==> config.mk <==
export PLATFORM = sky130hd
export DESIGN_NAME = ecc_scrub_ctrl
export DESIGN_NICKNAME = d
export VERILOG_FILES = /design/src/rtl/ecc_scrub_ctrl.sv
export SDC_FILE = /design/constraint.sdc
export NUM_CORES = 1
export LEC_CHECK = 0
export ABC_AREA = 1
export CAP_MARGIN = 20
export CORE_AREA = 2 2 190 192
export CTS_BUF_LIST = sky130_fd_sc_hd__clkbuf_8
export CTS_CLUSTER_DIAMETER = 40
export DETAILED_ROUTE_END_ITERATION = 6
export DIE_AREA = 0 0 192 194
export PLACE_DENSITY = 0.57
export SYNTH_ARGS = -nofsm -noshare
export SYNTH_HDL_FRONTEND = slang
export SYNTH_SLANG_ARGS = --single-unit
==> constraint.sdc <==
create_clock -name clk_i -period 4.3 [get_ports clk_i]
set_clock_uncertainty 0.15 [all_clocks]
set_input_delay 0.86 -clock clk_i [delete_from_list [all_inputs] [get_ports clk_i]]
set_output_delay 0.86 -clock clk_i [all_outputs]
set_load 0.01 [all_outputs]
==> src/rtl/ecc_scrub_ctrl.sv <==
// ecc_scrub_ctrl
// Background scrubber for a SECDED-protected memory. It walks every address,
// reads the codeword, runs it through an external combinational SECDED
// decoder, and writes back a re-encoded word whenever a single-bit error was
// corrected. The host always has priority on the memory port. Error counts and
// the most recent uncorrectable address are kept for software.
//
// Ports:
//   clk_i, rst_i        clock, synchronous active-high reset
//   scrub_en_i          enable background scrubbing
//   host_busy_i         host owns the memory port this cycle
//   host_wr_i/addr_i    snooped host write strobe and address
//   mem_req_o/we_o      scrubber access request, 1 = write
//   mem_addr_o          access address
//   mem_wdata_o         write codeword
//   mem_rdata_i         read codeword, valid RD_LAT cycles after issue
//   dec_cw_o            captured codeword to the decoder
//   dec_data_i          corrected data from the decoder
//   dec_sec_i/ded_i     decoder single-corrected / double-detected flags
//   enc_data_o          data to the encoder
//   enc_cw_i            encoder codeword output
//   busy_o              scrubber is not idle
//   pass_done_o         one-cycle pulse after the last address of a pass
//   cnt_sec_o/ded_o     saturating corrected / uncorrectable counts
//   ded_valid_o         sticky: an uncorrectable error has been logged
//   ded_addr_o          address of the most recent uncorrectable error
`timescale 1ns/1ps
module ecc_scrub_ctrl #(
    parameter int DATA_W    = 64,
    parameter int RED_W     = 8,
    parameter int ADDR_W    = 10,
    parameter int MEM_DEPTH = 1024,
    parameter int INTERVAL  = 1024,
    parameter int RD_LAT    = 1,
    localparam int CW_W     = DATA_W + RED_W
) (
    input  logic              clk_i,
    input  logic              rst_i,
    input  logic              scrub_en_i,
    input  logic              host_busy_i,
    input  logic              host_wr_i,
    input  logic [ADDR_W-1:0] host_addr_i,
    output logic              mem_req_o,
    output logic              mem_we_o,
    output logic [ADDR_W-1:0] mem_addr_o,
    output logic [CW_W-1:0]   mem_wdata_o,
    input  logic [CW_W-1:0]   mem_rdata_i,
    output logic [CW_W-1:0]   dec_cw_o,
    input  logic [DATA_W-1:0] dec_data_i,
    input  logic              dec_sec_i,
    input  logic              dec_ded_i,
    output logic [DATA_W-1:0] enc_data_o,
    input  logic [CW_W-1:0]   enc_cw_i,
    output logic              busy_o,
    output logic              pass_done_o,
    output logic [15:0]       cnt_sec_o,
    output logic [15:0]       cnt_ded_o,
    output logic              ded_valid_o,
    output logic [ADDR_W-1:0] ded_addr_o
);

    localparam int INT_W = $clog2(INTERVAL + 1);
    localparam int LAT_W = $clog2(RD_LAT + 1);

    typedef enum logic [2:0] {
        ST_IDLE, ST_WAIT, ST_RD, ST_RWAIT, ST_CHK, ST_WR, ST_NEXT
    } state_t;

    state_t            state_q;
    logic [ADDR_W-1:0] scrubAddr_q;
    logic [INT_W-1:0]  intervalCnt_q;
    logic [LAT_W-1:0]  latCnt_q;
    logic [CW_W-1:0]   cw_q;
    logic [DATA_W-1:0] data_q;
    logic              abort_q;
    logic              passDone_q;
    logic [15:0]       cntSec_q;
    logic [15:0]       cntDed_q;
    logic              dedValid_q;
    logic [ADDR_W-1:0] dedAddr_q;

    logic              addrHit;
    logic              abortNow;
    logic              rdIssue;
    logic              wrIssue;
    logic [15:0]       cntSec_d;
    logic [15:0]       cntDed_d;

    // A host write to the word we are working on makes our copy stale, so any
    // pending write-back for it must be dropped. abortNow also covers a host
    // write landing in the very cycle the write-back would issue.
    assign addrHit  = host_wr_i && (host_addr_i == scrubAddr_q);
    assign abortNow = abort_q || addrHit;
    assign rdIssue  = (state_q == ST_RD) && !host_busy_i;
    assign wrIssue  = (state_q == ST_WR) && !host_busy_i && !abortNow;

    // Saturating next values for the error counters.
    assign cntSec_d = (cntSec_q == 16'hFFFF) ? cntSec_q : cntSec_q + 16'd1;
    assign cntDed_d = (cntDed_q == 16'hFFFF) ? cntDed_q : cntDed_q + 16'd1;

    // The memory request has to back off in the same cycle the host claims the
    // port, so it is decoded from the state and host_busy_i rather than
    // registered. Everything else comes straight from registers.
    assign mem_req_o   = rdIssue || wrIssue;
    assign mem_we_o    = (state_q == ST_WR);
    assign mem_addr_o  = scrubAddr_q;
    assign mem_wdata_o = (state_q == ST_WR) ? enc_cw_i : '0;
    assign dec_cw_o    = cw_q;
    assign enc_data_o  = data_q;
    assign busy_o      = (state_q != ST_IDLE);
    assign pass_done_o = passDone_q;
    assign cnt_sec_o   = cntSec_q;
    assign cnt_ded_o   = cntDed_q;
    assign ded_valid_o = dedValid_q;
    assign ded_addr_o  = dedAddr_q;

    // Scrub sequencer: wait out the interval, read, check, optionally write
    // back, then step to the next address. Logging and the collision flag are
    // updated here as well so all state moves on one edge.
    always_ff @(posedge clk_i) begin
        if (rst_i) begin
            state_q       <= ST_IDLE;
            scrubAddr_q   <= '0;
            intervalCnt_q <= '0;
            latCnt_q      <= '0;
            cw_q          <= '0;
            data_q        <= '0;
            abort_q       <= 1'b0;
            passDone_q    <= 1'b0;
            cntSec_q      <= '0;
            cntDed_q      <= '0;
            dedValid_q    <= 1'b0;
            dedAddr_q     <= '0;
        end else begin
            passDone_q <= 1'b0;

            // Collision window runs from the read issue cycle through WR.
            if (addrHit && (rdIssue || (state_q inside {ST_RWAIT, ST_CHK, ST_WR}))) begin
                abort_q <= 1'b1;
            end

            case (state_q)
                ST_IDLE: begin
                    intervalCnt_q <= '0;
                    if (scrub_en_i) begin
                        state_q <= ST_WAIT;
                    end
                end
                ST_WAIT: begin
                    // No word is in flight yet, so a disable here stops at once.
                    if (!scrub_en_i) begin
                        intervalCnt_q <= '0;
                        state_q       <= ST_IDLE;
                    end else if (intervalCnt_q == INT_W'(INTERVAL - 1)) begin
                        intervalCnt_q <= '0;
                        state_q       <= ST_RD;
                    end else begin
                        intervalCnt_q <= intervalCnt_q + INT_W'(1);
                    end
                end
                ST_RD: begin
                    if (!host_busy_i) begin
                        latCnt_q <= '0;
                        state_q  <= ST_RWAIT;
                    end
                end
                ST_RWAIT: begin
                    if (latCnt_q == LAT_W'(RD_LAT - 1)) begin
                        cw_q    <= mem_rdata_i;
                        state_q <= ST_CHK;
                    end else begin
                        latCnt_q <= latCnt_q + LAT_W'(1);
                    end
                end
                ST_CHK: begin
                    // Both flags together can only mean the word is unrecoverable.
                    if (dec_ded_i) begin
                        cntDed_q   <= cntDed_d;
                        dedAddr_q  <= scrubAddr_q;
                        dedValid_q <= 1'b1;
                        state_q    <= ST_NEXT;
                    end else if (dec_sec_i) begin
                        data_q  <= dec_data_i;
                        state_q <= ST_WR;
                    end else begin
                        state_q <= ST_NEXT;
                    end
                end
                ST_WR: begin
                    if (abortNow) begin
                        state_q <= ST_NEXT;
                    end else if (!host_busy_i) begin
                        cntSec_q <= cntSec_d;
                        state_q  <= ST_NEXT;
                    end
                end
                ST_NEXT: begin
                    abort_q       <= 1'b0;
                    intervalCnt_q <= '0;
                    if (scrubAddr_q == ADDR_W'(MEM_DEPTH - 1)) begin
                        scrubAddr_q <= '0;
                        passDone_q  <= 1'b1;
                    end else begin
                        scrubAddr_q <= scrubAddr_q + ADDR_W'(1);
                    end
                    state_q <= scrub_en_i ? ST_WAIT : ST_IDLE;
                end
                default: begin
                    state_q <= ST_IDLE;
                end
            endcase
        end
    end

endmodule

==> results.py <==
metrics = {
    "outcome": {
        "status": "complete, no violations",
    },
    "cells_and_area": {
        "drive_gt1_frac": 0.0649,
        "nNetsFinal": 1970,
        "syn_to_final_growth_pct": 71.0,
        "fillers": 3543,
        "final_core_util": 0.428,
    },
    "drt": {
        "wirelength_um": 35300,
        "first_pass_iters": 4,
        "drt_iter0_drc": 338,
        "ant_nets": 0,
        "drc_errors": 0,
        "viasPerCell": 4.38,
        "wl_per_cell_um": 15.8,
        "num_vias": 9789,
    },
    "worst_setup_path": {
        "worst-path-max-fanout": 2,
        "end_kind": "output port",
        "arrival_ns": 2.88,
        "crit_start": "host_addr_i[4]",
        "r2r_start": "cnt_ded_o[0]$_SDFFE_PP0P_",
        "critPathLaunchType": "primary input",
        "path_class": "primary input to output port",
        "crit_required_ns": 3.29,
    },
    "global_routing": {
        "grt_max_degree": 102,
        "grt_pass1_wl_um": 54000,
        "grtUsageTotal": 0.185,
        "antenna_found_initial": 1,
        "grt_pass1_vias": 9617,
        "grt_remaining_overflow": 0,
    },
    "placed_design": {
        "pre_cts_slack_ns": 0.360,
        "hpwl_um": 25700,
        "gp_congestion": 0.854,
        "port_buffers": 489,
    },
    "clocking": {
        "cts_buffers": 44,
        "clk_pin_slew_worst_paths_ns": 0.05,
        "worstSkewPairLatency_ns": 0.58,
        "ctsResizeCount": 0,
        "cts_setup_buffers": 0,
        "postCtsHoldBufs": 0,
        "cts_tree": "built",
        "cts_sinks": 205,
        "cts.htree.levels": 2,
        "clk_path_buf_depth": 3,
        "clock-root-buffer": "clkbuf_8",
    },
    "logic_synthesis": {
        "synth.distinct_cells": 42,
        "syn_area_um2": 8810,
        "synth_fp_nets": 1488,
        "yosysTopAreaCell": "dfxtp_1",
        "synthCells": 1259,
        "syn_avg_cell_area_um2": 7.00,
        "yosysWarnings": 0,
        "synth_seq_area_share": 0.466,
        "synth-seq-cells": 205,
        "synth.top_cell.area_share": 0.466,
        "ys_top_cells_by_area": "dfxtp_1 (47%), nor2_1 (17%), o21ai_0 (5.7%)",
    },
    "hold_path": {
        "min_path_type": "flop to flop",
        "min_from": "intervalCnt_q[10]$_SDFFE_PP0P_",
    },
    "die": {
        "start_util": 0.250,
        "dieHeight_um": 194,
        "pin_count": 490,
        "dieArea_um2": 37200,
        "core_area_um2": 35200,
        "rows": 69,
        "chipWidth_um": 192,
    },
    "pwr": {
        "p_switching_mw": 1.60,
        "clkPwrFrac": 0.390,
        "vdd_drop_max_v": 0.000267,
        "seqPwrFrac": 0.391,
        "internal-power_mw": 3.99,
        "pwr-share-comb": 0.219,
        "power.density_nw_per_um2": 371,
        "total_power_mw": 5.59,
        "p_leak_nw": 6.24,
        "p_sw_frac": 0.287,
    },
    "sta": {
        "fin_ws_ns": 0.410,
        "finalSetupViolCount": 0,
        "slew_headroom": 0.423,
        "finalMaxSlewViolations": 0,
        "max_slew.worst_pin.slew_ns": 0.865,
        "hold_viol_final": 0,
        "max_freq_mhz": 257,
        "finalCritPeriodShare": 0.905,
        "min_period_ns": 3.89,
        "setup_tns_ns": 0,
        "rsz0062_at_grt": "false",
    },
    "run": {
        "maxCapViolations": 0,
    },
}
[power groups by stage]
| stage | Sequential, mW | Combinational, mW | Clock (mW) |
|---|---|---|---|
| 3_3_place_gp | 2.22 | 1.23 | 0 |
| 4_1_cts | 2.19 | 1.24 | 2.27 |
| 6_report | 2.19 | 1.22 | 2.18 |
| 5_1_grt | 2.21 | 1.34 | 2.37 |
| 3_5_place_dp | 2.22 | 1.23 | 0 |
| 2_1_floorplan | 2.29 | 0.405 | 0 |
[cell usage in the layout, fill, tap and decap left out, drive strengths merged, types with 2 or more instances in the layout]
cell,instances
o21ai,169
bufinv,2
nand4,24
nand3,28
nor2,401
nor4,4
clkbuf,55
ha,4
dfxtp,205
buf,12
clkinvlp,5
clkdlybuf4s50,489
clkinv,3
o22ai,2
xor2,11
nand3b,3
a21oi,49
xnor2,5
o21a,4
nor3b,5
nand2,110
inv,155
a211oi,3
nor3,17
[layer usage]
metal	share of wire	up-vias	track usage
li1	-	4965	-
met1	0.42	4392	0.224
met2	0.46	366	0.298
met3	0.091	66	0.0646
met4	0.030	0	0.0741
met5	0	-	0
[synthesized netlist by cell type]
master	n
nor3b_2	1
nand2_2	1
o311ai_1	1
a21boi_1	1
nand4_1	24
xor2_1	11
o211ai_1	1
nor3_2	2
nor4_1	3
a211oi_1	3
nor3b_1	4
nand3_1	25
inv_1	129
buf_2	15
xnor2_1	5
nor3_1	13
o21ai_0	100
nand2_1	109
nand3b_1	2
o22ai_1	2
nand3b_4	1
a21oi_1	42
nor4_2	1
nand3_2	2
a21oi_2	6
nor2_4	1
o21ai_1	69
o21a_1	4
a21oi_4	1
clkbuf_1	49
nor3_4	2
dfxtp_1	205
inv_2	14
nand3_4	1
o21bai_1	1
a31oi_1	1
nor2_1	399
nor2_2	1
ha_1	4
a311oi_1	1
o31ai_1	1
buf_6	1
[layout make-up]
class,instances,area (µm²),area share
clock inverters,22,163,0.0108
well taps,461,577,0.0383
inverters,143,539,0.0358
flip-flops and latches,205,4100,0.272
diodes,1,2.50,0.000166
multi-input cells,846,3920,0.260
clock buffers,55,757,0.0502
repair buffers,501,5010,0.332
[logic make-up after synthesis]
| kind of cell | share of synthesized area |
|---|---|
| compound gates | 0.141 |
| xor+xnor | 0.0159 |
| fa+ha+maj | 0.00568 |
| buf+inv | 0.0916 |
| flops | 0.466 |
| simple gates | 0.280 |
[worst max-delay path: stages]
cell and delay (ns):
clkdlybuf4s50_1 0.49, nand2_1 0.06, inv_1 0.06, nor2_1 0.06, nor2_1 0.25, nand2_1 0.13
nor2_1 0.23, a21oi_4 0.08, nand2_1 0.06, o21ai_0 0.07, clkdlybuf4s50_1 0.53
[through the flow]
stage	cell area (µm²)	instances	hold WS (ns)
2_1_floorplan	8810	1259	0.272
3_3_place_gp	14100	2155	0.289
3_5_place_dp	14100	2156	0.285
4_1_cts	15100	2233	0.296
5_1_grt	15100	2234	0.314
6_report	15100	2234	0.297
[state kept, by name (all words and copies together) (netlist names)]
signal         count
dec_cw_o          72
enc_data_o        64
cnt_ded_o         16
cnt_sec_o         16
intervalCnt_q     11
ded_addr_o        10
mem_addr_o        10
state_q            3
abort_q            1
ded_valid_o        1
pass_done_o        1
[worst paths after layout]
| path | to | cells after the start | slack (ns) |
|---|---|---|---|
| setup / recovery | mem_req_o | 11 | 0.41 |
| hold / removal | intervalCnt_q[10]$_SDFFE_PP0P_ | 2 | 0.30 |
| setup reg to reg | cnt_ded_o[9]$_SDFFE_PP0P_ | 11 | 2.00 |
| hold reg to reg | intervalCnt_q[10]$_SDFFE_PP0P_ | 2 | 0.30 |
(Power assumes the default switching activity.)
